### src/rtl/codec_sad_pkg.sv
// Shared types and helpers for the SAD block sequencer.
// Block size codes, width lookup and accumulator sizing.
package codec_sad_pkg;

   typedef enum logic [1:0] {
      IDLE  = 2'd0,
      RUN   = 2'd1,
      DRAIN = 2'd2,
      DONE  = 2'd3
   } state_t;

   localparam logic [1:0] BLK_4X4   = 2'd0;
   localparam logic [1:0] BLK_8X8   = 2'd1;
   localparam logic [1:0] BLK_16X16 = 2'd2;
   localparam logic [1:0] BLK_BAD   = 2'd3;

   // 8 guard bits cover 256 pixels of full-scale difference
   localparam int SAD_GUARD = 8;

   function automatic int sad_w(input int dw);
      return dw + SAD_GUARD;
   endfunction

   function automatic logic [4:0] blk_w(input logic [1:0] bs);
      logic [4:0] w;
      case (bs)
         BLK_4X4:   w = 5'd4;
         BLK_8X8:   w = 5'd8;
         BLK_16X16: w = 5'd16;
         default:   w = 5'd4;
      endcase
      return w;
   endfunction

   function automatic logic [3:0] blk_last(input logic [1:0] bs);
      logic [4:0] m;
      m = blk_w(bs) - 5'd1;
      return m[3:0];
   endfunction

endpackage

### src/rtl/codec_sad_addr_gen.sv
// Row/column walker for one SAD block.
// Keeps incremental cur/ref addresses; holds them while stalled.
module codec_sad_addr_gen #(
   parameter int AW = 16
) (
   input  logic          clk,
   input  logic          rst,
   input  logic          load,
   input  logic          issue,
   input  logic [3:0]    wm1,
   input  logic [AW-1:0] cur_base,
   input  logic [AW-1:0] ref_base,
   input  logic [AW-1:0] stride,
   output logic [AW-1:0] cur_addr,
   output logic [AW-1:0] ref_addr,
   output logic          last
);

   localparam logic [AW-1:0] ONE = AW'(1);

   logic [3:0]    wm1_q;
   logic [3:0]    col;
   logic [3:0]    row;
   logic [AW-1:0] stride_q;
   logic [AW-1:0] cur_line;
   logic [AW-1:0] ref_line;
   logic          eol;

   assign eol  = (col == wm1_q);
   assign last = eol && (row == wm1_q);

   // Counters and address registers; advance only on an issued read
   always_ff @(posedge clk) begin
      if (rst) begin
         wm1_q    <= '0;
         col      <= '0;
         row      <= '0;
         stride_q <= '0;
         cur_line <= '0;
         ref_line <= '0;
         cur_addr <= '0;
         ref_addr <= '0;
      end else if (load) begin
         wm1_q    <= wm1;
         col      <= '0;
         row      <= '0;
         stride_q <= stride;
         cur_line <= cur_base;
         ref_line <= ref_base;
         cur_addr <= cur_base;
         ref_addr <= ref_base;
      end else if (issue) begin
         if (eol) begin
            col      <= '0;
            row      <= row + 4'd1;
            cur_line <= cur_line + stride_q;
            ref_line <= ref_line + stride_q;
            cur_addr <= cur_line + stride_q;
            ref_addr <= ref_line + stride_q;
         end else begin
            col      <= col + 4'd1;
            cur_addr <= cur_addr + ONE;
            ref_addr <= ref_addr + ONE;
         end
      end
   end

endmodule

### src/rtl/codec_sad_blk_ctrl.sv
// SAD lane sequencer: walks a block, reads both frames,
// accumulates |cur-ref| and reports the block SAD.
module codec_sad_blk_ctrl
   import codec_sad_pkg::*;
#(
   parameter int DW    = 8,
   parameter int AW    = 16,
   parameter int SAD_W = sad_w(DW)
) (
   input  logic             clk,
   input  logic             rst,
   input  logic             start,
   input  logic [1:0]       blk_size,
   input  logic [AW-1:0]    cur_base,
   input  logic [AW-1:0]    ref_base,
   input  logic [AW-1:0]    stride,
   output logic             rd_req,
   input  logic             rd_gnt,
   output logic [AW-1:0]    cur_addr,
   output logic [AW-1:0]    ref_addr,
   input  logic [DW-1:0]    cur_data,
   input  logic [DW-1:0]    ref_data,
   output logic             busy,
   output logic             sad_vld,
   output logic [SAD_W-1:0] sad,
   output logic             cfg_err
);

   state_t           state;
   state_t           state_nxt;
   logic             accept;
   logic             bad_cfg;
   logic             issue;
   logic             last;
   logic             drain_done;
   logic             d_vld;
   logic             x_vld;
   logic [DW-1:0]    diff;
   logic [SAD_W-1:0] acc;
   logic [SAD_W-1:0] acc_nxt;

   assign accept  = (state == IDLE) && start && (blk_size != BLK_BAD);
   assign bad_cfg = (state == IDLE) && start && (blk_size == BLK_BAD);
   assign issue   = rd_req && rd_gnt;

   // Once no data is in flight, the last diff retires into acc this edge
   assign drain_done = !d_vld;

   assign acc_nxt = x_vld ? acc + {{(SAD_W-DW){1'b0}}, diff} : acc;

   codec_sad_addr_gen #(
      .AW (AW)
   ) u_addr (
      .clk      (clk),
      .rst      (rst),
      .load     (accept),
      .issue    (issue),
      .wm1      (blk_last(blk_size)),
      .cur_base (cur_base),
      .ref_base (ref_base),
      .stride   (stride),
      .cur_addr (cur_addr),
      .ref_addr (ref_addr),
      .last     (last)
   );

   // State register
   always_ff @(posedge clk) begin
      if (rst) state <= IDLE;
      else     state <= state_nxt;
   end

   // Next-state and state-decoded outputs
   always_comb begin
      state_nxt = state;
      rd_req    = 1'b0;
      busy      = 1'b1;
      sad_vld   = 1'b0;
      unique case (state)
         IDLE: begin
            busy = 1'b0;
            if (accept) state_nxt = RUN;
         end
         RUN: begin
            rd_req = 1'b1;
            if (rd_gnt && last) state_nxt = DRAIN;
         end
         DRAIN: begin
            if (drain_done) state_nxt = DONE;
         end
         DONE: begin
            sad_vld   = 1'b1;
            state_nxt = IDLE;
         end
         default: state_nxt = IDLE;
      endcase
   end

   // Read-data and abs-diff stages, each with its own valid
   always_ff @(posedge clk) begin
      if (rst) begin
         d_vld <= 1'b0;
         x_vld <= 1'b0;
         diff  <= '0;
      end else begin
         d_vld <= issue;
         x_vld <= d_vld;
         if (d_vld) begin
            diff <= (cur_data >= ref_data) ? cur_data - ref_data
                                           : ref_data - cur_data;
         end
      end
   end

   // Accumulator and published result
   always_ff @(posedge clk) begin
      if (rst) begin
         acc <= '0;
         sad <= '0;
      end else if (accept) begin
         acc <= '0;
         sad <= '0;
      end else begin
         acc <= acc_nxt;
         if ((state == DRAIN) && drain_done) sad <= acc_nxt;
      end
   end

   // Illegal block size flag, one cycle after the rejected start
   always_ff @(posedge clk) begin
      if (rst) cfg_err <= 1'b0;
      else     cfg_err <= bad_cfg;
   end

endmodule

### config.mk
export PLATFORM = sky130hd
export DESIGN_NAME = codec_sad_blk_ctrl
export DESIGN_NICKNAME = d
export VERILOG_FILES = /design/src/rtl/codec_sad_pkg.sv /design/src/rtl/codec_sad_addr_gen.sv /design/src/rtl/codec_sad_blk_ctrl.sv
export SDC_FILE = /design/constraint.sdc
export NUM_CORES = 1
export LEC_CHECK = 0
export CORE_ASPECT_RATIO = 1.2
export CORE_MARGIN = 2
export CORE_UTILIZATION = 30
export DETAILED_ROUTE_END_ITERATION = 12
export SLEW_MARGIN = 20
export SYNTH_ARGS = -nofsm -noshare
export SYNTH_HDL_FRONTEND = slang
export SYNTH_SLANG_ARGS = --single-unit
### constraint.sdc
create_clock -name clk -period 2.3 [get_ports clk]
set_input_delay 0.345 -clock clk [delete_from_list [all_inputs] [get_ports clk]]
set_output_delay 0.345 -clock clk [all_outputs]
set_load 0.01 [all_outputs]
==> results of run 1 <==
area by class of cell:
| cell class | count | area, µm² |
|---|---|---|
| Sequential cell | 136 | 2750 |
| Clock buffer | 17 | 425 |
| Antenna cell | 1 | 2.50 |
| Inverter | 30 | 113 |
| Fill cell | 2995 | 16200 |
| Tap cell | 385 | 482 |
| Multi-Input combinational cell | 898 | 6160 |
| Clock inverter | 15 | 214 |
| Timing Repair Buffer | 266 | 2370 |
flip-flops by register name, summed over array words and instances (netlist names):
register,flops
u_addr.cur_line,16
u_addr.ref_line,16
u_addr.ref_addr,16
acc,16
u_addr.cur_addr,16
x_vld,1
state,2
u_addr.col,4
sad,16
u_addr.wm1_q,3
u_addr.stride_q,16
diff,8
d_vld,1
cfg_err,1
u_addr.row,4
synth_stat cells, types with 3 or more instances:
cell type	instances	area share, %
and3_1	14	1.0
o221ai_1	13	1.3
a21o_1	24	2.1
mux2_2	4	0.51
a31oi_1	18	1.3
xor2_1	23	2.3
or3_1	6	0.43
o31ai_1	6	0.51
nand4_1	19	1.4
dfxtp_1	136	31
a22oi_1	3	0.26
nand3_1	43	2.5
a2111o_1	4	0.51
a21oi_1	112	6.4
nor4_1	4	0.29
inv_1	30	1.3
o21ai_0	53	3.0
ha_1	63	9.0
xnor2_1	32	3.2
nor2_1	148	6.3
o211ai_1	11	0.94
clkbuf_1	48	2.1
and2_1	6	0.43
nand2b_1	8	0.57
a311oi_1	11	1.1
buf_1	15	0.64
nor2b_1	14	1.0
nor3b_1	6	0.51
o21ai_1	9	0.51
o21bai_1	10	0.86
a211oi_1	26	2.2
nor3_1	14	0.80
fa_1	5	1.1
nand2_1	119	5.1
mux2i_1	21	2.4
o22ai_1	5	0.36
o21a_1	5	0.43
and4_1	3	0.30
worst max-delay path, delay by kind of cell, from the launching register on:
kind / cells / cell delay [ps]
simple gates: 1 / 80
buf+inv: 1 / 120
fa+ha+maj: 2 / 500
flops: 1 / 370
compound gates: 6 / 1310
layout by cell type (no fill, tap or decap), types with 11 or more instances in the layout:
master             n
nor3_1            13
buf_4            138
o211ai_1          11
a211oi_1          21
a21o_1            24
a21oi_1           99
o21ai_0           46
ha_1              46
a31oi_1           17
clkbuf_16         17
and3_1            13
mux2i_1           20
nand3_1           41
dfxtp_1          124
nor2_1           146
inv_1             25
ha_4              12
nand4_1           19
xnor2_1           29
o221ai_1          13
nor2b_1           13
xor2_1            18
clkdlybuf4s50_1  109
nand2_1          118
where the power goes:
part	switching, mW	internal, mW	total, mW
logic	2.84	2.42	5.26
clock network	1.20	1.85	3.04
registers	0.511	2.85	3.36
per-layer routing:
layer	GRT usage, %	vias to the layer above	part of all wire (%)
met4	6.96	0	2.7
met1	22.5	4355	43
li1	-	4516	-
met2	33.8	237	50
met3	2.76	48	4.5
met5	0	-	0
worst max path at each step:
stage,startpoint,slack (ps),end
floorplan,cur_data[4],0.4,diff[6]$_SDFFE_PP0P_
global placement,ref_data[0],-540,diff[5]$_SDFFE_PP0P_
detailed placement,ref_data[0],-690,diff[5]$_SDFFE_PP0P_
CTS,u_addr.stride_q[0]$_SDFFE_PP0P_,-180,u_addr.ref_addr[14]$_SDFFE_PP0P_
global route,u_addr.stride_q[0]$_SDFFE_PP0P_,-270,u_addr.ref_addr[8]$_SDFFE_PP0P_
finish,u_addr.stride_q[0]$_SDFFE_PP0P_,-190,u_addr.ref_addr[8]$_SDFFE_PP0P_
kinds of logic (layout without fill, tap and decap cells):
logic type | count (synthesis) | in the layout
multiplexers | 25 | 25
flip-flops | 136 | 136
other | 0 | 1
adder cells (fa/ha/maj) | 68 | 68
AO/OA/AOI/OAI | 336 | 336
XOR/XNOR | 55 | 55
AND/OR/NAND/NOR | 414 | 414
buffers and inverters | 95 | 328
what timing repair did:
item	CTS	global route
gates resized for setup	39	80
setup endpoints to repair	42	57
pin swaps	13	45
setup buffers	14	10
cloned	1	0
==> metrics.txt, run 1 <==
status complete, but fails checks; violated checks negative setup slack; maxcap violations 0; Vias/cell 5.24; Core Rows 68; Area growth syn-to-layout 43.0%; Cell Count Post-Placement 1,692; setup tns final -1030 ps; Crit-path slowest cell a2111o_1; H-tree lvl count 4; Clock Tree Buf Depth 2; Max VDD drop 0.415 mV; f_max 402 MHz; dpl hpwl 21,500 µm; register area share after synthesis 31.1%; r2r startpoint u_addr.stride_q[0]$_SDFFE_PP0P_; DR WL/cell 16.8 µm; Slew @ Worst Pin 546 ps; hold endpoint diff[1]$_SDFFE_PP0P_; dpl cell area 0.0112 mm²; worst-path cell chain ha_4 -> fa_2 -> a21o_1 -> a21o_1 -> buf_6 -> a21o_1 -> a2111o_1 -> a211o_1 -> nand3_1 -> o21ai_1; Clk pin slew, worst setup/hold paths 70 ps; Hold WC Path Type input pin to flop; drt first pass iters 5; Overflow after GRT 0; final clock period utilization by the worst path 108%; Crit Reg-Reg Endpoint u_addr.ref_addr[8]$_SDFFE_PP0P_; Netlist cell types 69; post-route cell area 0.0125 mm²; worst-path maximum fanout 3; worst slack, placed -685 ps; simple-gate area share of the yosys netlist 21.6%; r2r worst-path depth 10; cts bufs inserted 17; final worst slack -191 ps; Core Region 0.0288 mm²; Main synth FF type dfxtp_1; clk_lat worst skew 430 ps; Post-synth EDFFs 0; Post-Layout Cell Count 1,748; Data arrival, critical path 2790 ps; initial antenna violation count 0; pin count of the biggest net entering global routing 46; Post-Synth Adder-Cell Area 10.2%; die height 191 µm; Total GRT Usage 18.7%; Detailed Route WL 29,300 µm; PD cells 932 mW/mm²; total power draw 11.7 mW; Synth Area in Compound Gates 24.6%; vias in the first global route 9,057; Max Transition Viols Final 0; Slew HR 63.6%; Pleak 5.09 nW; DR vias 9,156; Slowest Stage Delay on Critical Path 400 ps; final hold slack 391 ps; final-stage net count 1,487; residual DRC count 0; # IOs 122; Core Util, Final 43.5%; RSZ-0062 raised after global routing true; mux cell area share after synthesis 2.92%; r2r setup slk -190 ps; yosys warns 0; Chip Width 160 µm; Yosys reg bits 136; cell mode on critical path a21o_1; Starting DRT DRC Count 523; CP required 2600 ps; Worst setup EP type flop; final setup fails 17; hold depth 2; Synth Area per Inst 7.75 µm²; largest family of logic cells by synthesized area compound AO/OA/AOI/OAI gates; DRT antenna net count 0; Synthesized Nets 1,267; final hold violations 0; CTS Sinks 136; clock root buffer clkbuf_16; layout cell share with drive strength beyond 1 20.4%; Cells after Synth 1,129; first-pass GRT wire length 46,000 µm; Initial Util 30.4%; ys async rst share 0%; CTS Hold Bufs 0; CP Launch Type flop; CTS tree done; hold_sp rst; RD Place Congestion 0.906; IO buf count 121; Fin Clk Skew 16.5 ps; die area 0.0306 mm²; Setup CP Type flop to flop; xor and xnor area share after synthesis 5.50%; min cycle time layout 2490 ps; Synth Cell Area 0.00875 mm²
(Power assumes the default switching activity.)
==> run 2: changes to the inputs <==
- GPL_ROUTABILITY_DRIVEN: not set -> 0
==> metrics.txt, run 2 (synthesis gave the netlist of run 1 again) <==
Overflow after GRT 0 (unchanged); Crit-path slowest cell a2111o_1; dpl hpwl 21,300 µm (-0.71%); final-stage net count 1,486 (-0.067%); drt first pass iters 5 (unchanged); initial antenna violation count 0 (unchanged); r2r setup slk -100 ps (+90 ps); setup tns final -456 ps (+573 ps); Max Transition Viols Final 0 (unchanged); hold endpoint d_vld$_SDFF_PP0_; residual DRC count 0 (unchanged); Slew HR 67.0% (+3.4 points); DR vias 9,085 (-0.78%); f_max 417 MHz (+3.9%); most frequent cells in the layout nor2_1 (145), buf_4 (138), dfxtp_1 (123); die area 0.0306 mm² (unchanged); CP Launch Type flop; status complete, but fails checks; clk_lat worst skew 430 ps (about the same); first-pass GRT wire length 45,800 µm (-0.39%); Initial Util 30.4% (unchanged); r2r startpoint u_addr.stride_q[0]$_SDFFE_PP0P_; Total GRT Usage 18.6% (-0.11 points); vias in the first global route 8,990 (-0.74%); Fin Clk Skew 11.5 ps (-5.04 ps); cell mode on critical path a21o_1; maxcap violations 0 (unchanged); ant diodes 0 (-1); clock root buffer clkbuf_16; Chip Width 160 µm (unchanged); RSZ-0062 raised after global routing true; Worst Path Buf+Inv 0 (-1); layout cell share with drive strength beyond 1 20.4% (about the same); Slowest Stage Delay on Critical Path 410 ps (about the same); Slew @ Worst Pin 496 ps (-50.3 ps); min cycle time layout 2400 ps (-92.7 ps); worst-path maximum fanout 3 (unchanged); final hold slack 369 ps (-22.1 ps); Core Rows 68 (unchanged); post-route cell area 0.0125 mm² (about the same); DR WL/cell 16.6 µm (-0.78%); CP required 2610 ps (about the same); Crit Reg-Reg Endpoint u_addr.ref_addr[8]$_SDFFE_PP0P_; final setup fails 10 (-7); IO buf count 121 (unchanged); DRT antenna net count 0 (unchanged); violated checks negative setup slack; CTS Sinks 136 (unchanged); Clk pin slew, worst setup/hold paths 70 ps (about the same); # IOs 122 (unchanged); Core Region 0.0288 mm² (unchanged); Worst setup EP type flop; Core Util, Final 43.5% (about the same); Clock Tree Buf Depth 2 (unchanged); PD cells 916 mW/mm² (-1.8%); Area growth syn-to-layout 42.9% (about the same); hold depth 2 (unchanged); pin count of the biggest net entering global routing 43 (-6.5%); Starting DRT DRC Count 538 (+2.9%); CTS Hold Bufs 0 (unchanged); final worst slack -97.8 ps (+92.7 ps); Pleak 5.01 nW (-1.6%); Detailed Route WL 29,000 µm (-0.90%); dpl cell area 0.0112 mm² (about the same); Data arrival, critical path 2710 ps (-80 ps); fillers 2,944 (-1.7%); final clock period utilization by the worst path 104% (-4.0 points); Vias/cell 5.20 (-0.66%); most common cell after layout, fill and taps aside nor2_1; Setup CP Type flop to flop; final hold violations 0 (unchanged); worst-path cell chain ha_4 -> fa_2 -> a21o_1 -> a21o_1 -> a21o_1 -> a2111o_1 -> a211o_1 -> nand3_1 -> o21ai_1; H-tree lvl count 4 (unchanged); CTS tree done; Crit path max-delay family compound AO/OA/AOI/OAI gates; cts bufs inserted 17 (unchanged); die height 191 µm (unchanged); r2r worst-path depth 9 (-1); Hold WC Path Type input pin to flop; Max VDD drop 0.392 mV (-5.7%); hold_sp rst
## run 2: changes by cell type in the layout (fill, tap and decap cells not counted), sizes merged, moves of 2 or more
cell / previous run / this run
clkbuf: 17 / 20
inv: 36 / 33
dlygate4sd2: 4 / 7
clkinvlp: 0 / 2
dlymetal6s2s: 6 / 1
bufinv: 4 / 2
clkdlybuf4s50: 109 / 112
## run 2: worst max-delay path by stage
| stage | end | from | cells past startpoint | slack (ps) |
|---|---|---|---|---|
| after floorplan | diff[6]$_SDFFE_PP0P_ | cur_data[4] | 9 | 0.4 |
| after global placement | diff[5]$_SDFFE_PP0P_ | ref_data[0] | 11 | -580 |
| after detailed placement | diff[5]$_SDFFE_PP0P_ | cur_data[2] | 11 | -620 |
| after CTS | u_addr.cur_line[12]$_SDFFE_PP0P_ | u_addr.stride_q[0]$_SDFFE_PP0P_ | 10 | -130 |
| after global routing | u_addr.cur_line[12]$_SDFFE_PP0P_ | u_addr.stride_q[0]$_SDFFE_PP0P_ | 10 | -170 |
| final | u_addr.ref_addr[8]$_SDFFE_PP0P_ | u_addr.stride_q[0]$_SDFFE_PP0P_ | 9 | -100 |
## run 2: what timing repair did
item	in CTS	in global routing
buffers inserted	19	6
gates resized for setup	44	79
setup endpoints to repair	39	54
hold endpoints to repair	0	0
pin swaps	33	49
## run 2: where the power goes
part / switching [mW] / leakage, nW / internal, mW
clock: 1.16 / 0.283 / 1.64
combinational: 2.83 / 3.61 / 2.45
sequential: 0.518 / 1.12 / 2.85
total: 4.51 / 5.01 / 6.94
## run 2: layout make-up
class                           instances  area, µm²  share of cell area, %
Multi-Input combinational cell        898       6220                   49.8
Sequential cell                       136       2750                   22.0
Timing Repair Buffer                  265       2350                   18.8
Tap cell                              385        482                   3.85
Clock buffer                           20        447                   3.57
Clock inverter                         12        144                   1.15
Inverter                               30        113                  0.900
## run 2: metal layers
metal	up-vias	part of all wire (%)	track usage (%)
li1	4512	-	-
met1	4291	43	22.9
met2	239	50	32.8
met3	43	4.4	2.93
met4	0	2.6	7.28
met5	-	0	0
## run 2: stage by stage
stage / power (mW) / worst slack (ps) / cells
global placement: 8.23 / -579 / 1693
floorplan: 6.13 / 0.388 / 1129
global route: 12.2 / -171 / 1746
detailed placement: 8.29 / -616 / 1693
CTS: 11.2 / -129 / 1743
finish: 11.5 / -97.8 / 1746
## run 2: worst reg2reg max path, delay by kind of cell (launching register included)
| kind | cells | cell delay, ps |
|---|---|---|
| AO/OA/AOI/OAI | 6 | 1320 |
| flip-flops | 1 | 370 |
| adder cells (fa/ha/maj) | 2 | 500 |
| AND/OR/NAND/NOR | 1 | 80 |
==> run 3: changes to the inputs <==
- GPL_TIMING_DRIVEN: not set -> 0
- clock period: 2.3 -> 2.9 ns (I/O delays scaled with it)
==> metrics.txt, run 3 (synthesis gave the netlist of run 1 again) <==
PD cells 777 mW/mm² (-15%); r2r setup slk 60 ps (+160 ps); worst setup path endpoint u_addr.ref_addr[12]$_SDFFE_PP0P_; Detailed Route WL 32,200 µm (+11%); Crit Reg-Reg Endpoint u_addr.ref_addr[12]$_SDFFE_PP0P_; CTS Sinks 136 (unchanged); DR vias 9,031 (-0.59%); drt first pass iters 5 (unchanged); cts bufs inserted 17 (unchanged); worst-path maximum fanout 4 (+1); DR WL/cell 19.3 µm (+16%); final setup fails 0 (-10); Total GRT Usage 20.8% (+2.2 points); Data arrival, critical path 3130 ps (+420 ps); Slew @ Worst Pin 850 ps (+354 ps); most common cell after layout, fill and taps aside nor2_1; Chip Width 160 µm (unchanged); # IOs 122 (unchanged); final clock period utilization by the worst path 97.8% (-6.4 points); clk_lat worst skew 440 ps (about the same); f_max 352 MHz (-15%); CP Launch Type flop; r2r worst-path depth 9 (unchanged); Setup CP Type flop to flop; CP required 3200 ps (+590 ps); dpl cell area 0.0104 mm² (-7.0%); dpl hpwl 24,200 µm (+14%); Starting DRT DRC Count 814 (+51%); layout cell share with drive strength beyond 1 4.68% (-16 points); status complete, no violations; most frequent cells in the layout nor2_1 (148), dfxtp_1 (136), clkdlybuf4s50_1 (121); die height 191 µm (unchanged); Pleak 4.35 nW (-13%); CTS tree done; post-route cell area 0.0111 mm² (-11%); met2 Use GR 35.9% (+3.1 points); r2r startpoint u_addr.stride_q[0]$_SDFFE_PP0P_; gr busiest metal met2; met1 Usage GRT 25.2% (+2.3 points); clock root buffer clkbuf_16; Vias/cell 5.41 (+4.1%); final hold violations 0 (unchanged); min cycle time layout 2840 ps (+440 ps); Post-Layout Cell Count 1,668 (-4.5%); Max VDD drop 0.381 mV (-2.9%); worst slack, placed -693 ps (-77.2 ps); vias in the first global route 8,653 (-3.7%); first-pass GRT wire length 48,700 µm (+6.2%); Slew HR 43.4% (-24 points); die area 0.0306 mm² (unchanged); Hold WC Path Type flop to flop; Clk pin slew, worst setup/hold paths 70 ps (about the same); residual DRC count 0 (unchanged); maxcap violations 0 (unchanged); Core Region 0.0288 mm² (unchanged); grt met3 use 3.82% (+0.89 points); IO buf count 121 (unchanged); Worst setup EP type flop; H-tree lvl count 4 (unchanged); setup tns final 0 ps (+456 ps); Core Rows 68 (unchanged); Core Util, Final 38.6% (-4.9 points); Cell Count Post-Placement 1,635 (-3.4%); pin count of the biggest net entering global routing 17 (-60%); final-stage net count 1,408 (-5.2%); Overflow after GRT 0 (unchanged); final hold slack 476 ps (+107 ps); DRT antenna net count 0 (unchanged); Initial Util 30.4% (unchanged); total power draw 8.62 mW (-25%); final worst slack 62.6 ps (+160 ps); initial antenna violation count 0 (unchanged); Fin Clk Skew 11.2 ps (-0.260 ps); Area growth syn-to-layout 26.7%; Clock Tree Buf Depth 2 (unchanged); Max Transition Viols Final 0 (unchanged); ant diodes 0 (unchanged); Crit. Startpoint u_addr.stride_q[0]$_SDFFE_PP0P_
## run 3: cell type report
type                            instances  area, µm²
Clock inverter                         14        149
Buffer                                 65        265
Sequential cell                       136       2720
Inverter                               30        113
Multi-Input combinational cell        898       5710
Clock buffer                           18        429
Fill cell                            3062      17700
Timing Repair Buffer                  122       1220
Tap cell                              385        482
## run 3: worst max-delay path: stages, from the launching register on
cell,delay (ps)
dfxtp_1,360
ha_1,240
fa_1,410
a21o_1,190
a21o_1,220
a211oi_2,320
o31a_1,280
o21ai_0,170
mux2i_1,360
o22ai_1,130
## run 3: layer usage
layer	vias to the layer above	share of wire, %	wire length, µm
li1	4353	-	-
met1	4176	40	13000
met3	87	8.1	2620
met5	-	0	0
met4	0	4.4	1400
met2	415	47	15200
## run 3: report_power, final
group / switching [mW] / leakage (nW) / internal, mW
logic: 2.27 / 2.96 / 1.47
clock network: 0.915 / 0.273 / 1.27
registers: 0.434 / 1.11 / 2.26
total: 3.62 / 4.35 / 4.99
## run 3: worst min-delay path by stage
stage	start	end	cells past startpoint
5_1_grt	u_addr.cur_line[14]$_SDFFE_PP0P_	u_addr.cur_line[14]$_SDFFE_PP0P_	2
3_5_place_dp	u_addr.cur_line[14]$_SDFFE_PP0P_	u_addr.cur_line[14]$_SDFFE_PP0P_	2
3_3_place_gp	u_addr.cur_line[14]$_SDFFE_PP0P_	u_addr.cur_line[14]$_SDFFE_PP0P_	2
2_1_floorplan	u_addr.cur_line[14]$_SDFFE_PP0P_	u_addr.cur_line[14]$_SDFFE_PP0P_	2
4_1_cts	u_addr.cur_line[14]$_SDFFE_PP0P_	u_addr.cur_line[14]$_SDFFE_PP0P_	2
6_report	u_addr.cur_line[14]$_SDFFE_PP0P_	u_addr.cur_line[14]$_SDFFE_PP0P_	2
## run 3: repair_timing
item	4_1_cts	5_1_grt
pin swaps	1	1
endpoints found under the hold margin	0	0
setup buffers	1	0
endpoints found under the setup margin	51	45
hold buffers	0	0
resized for setup	6	14
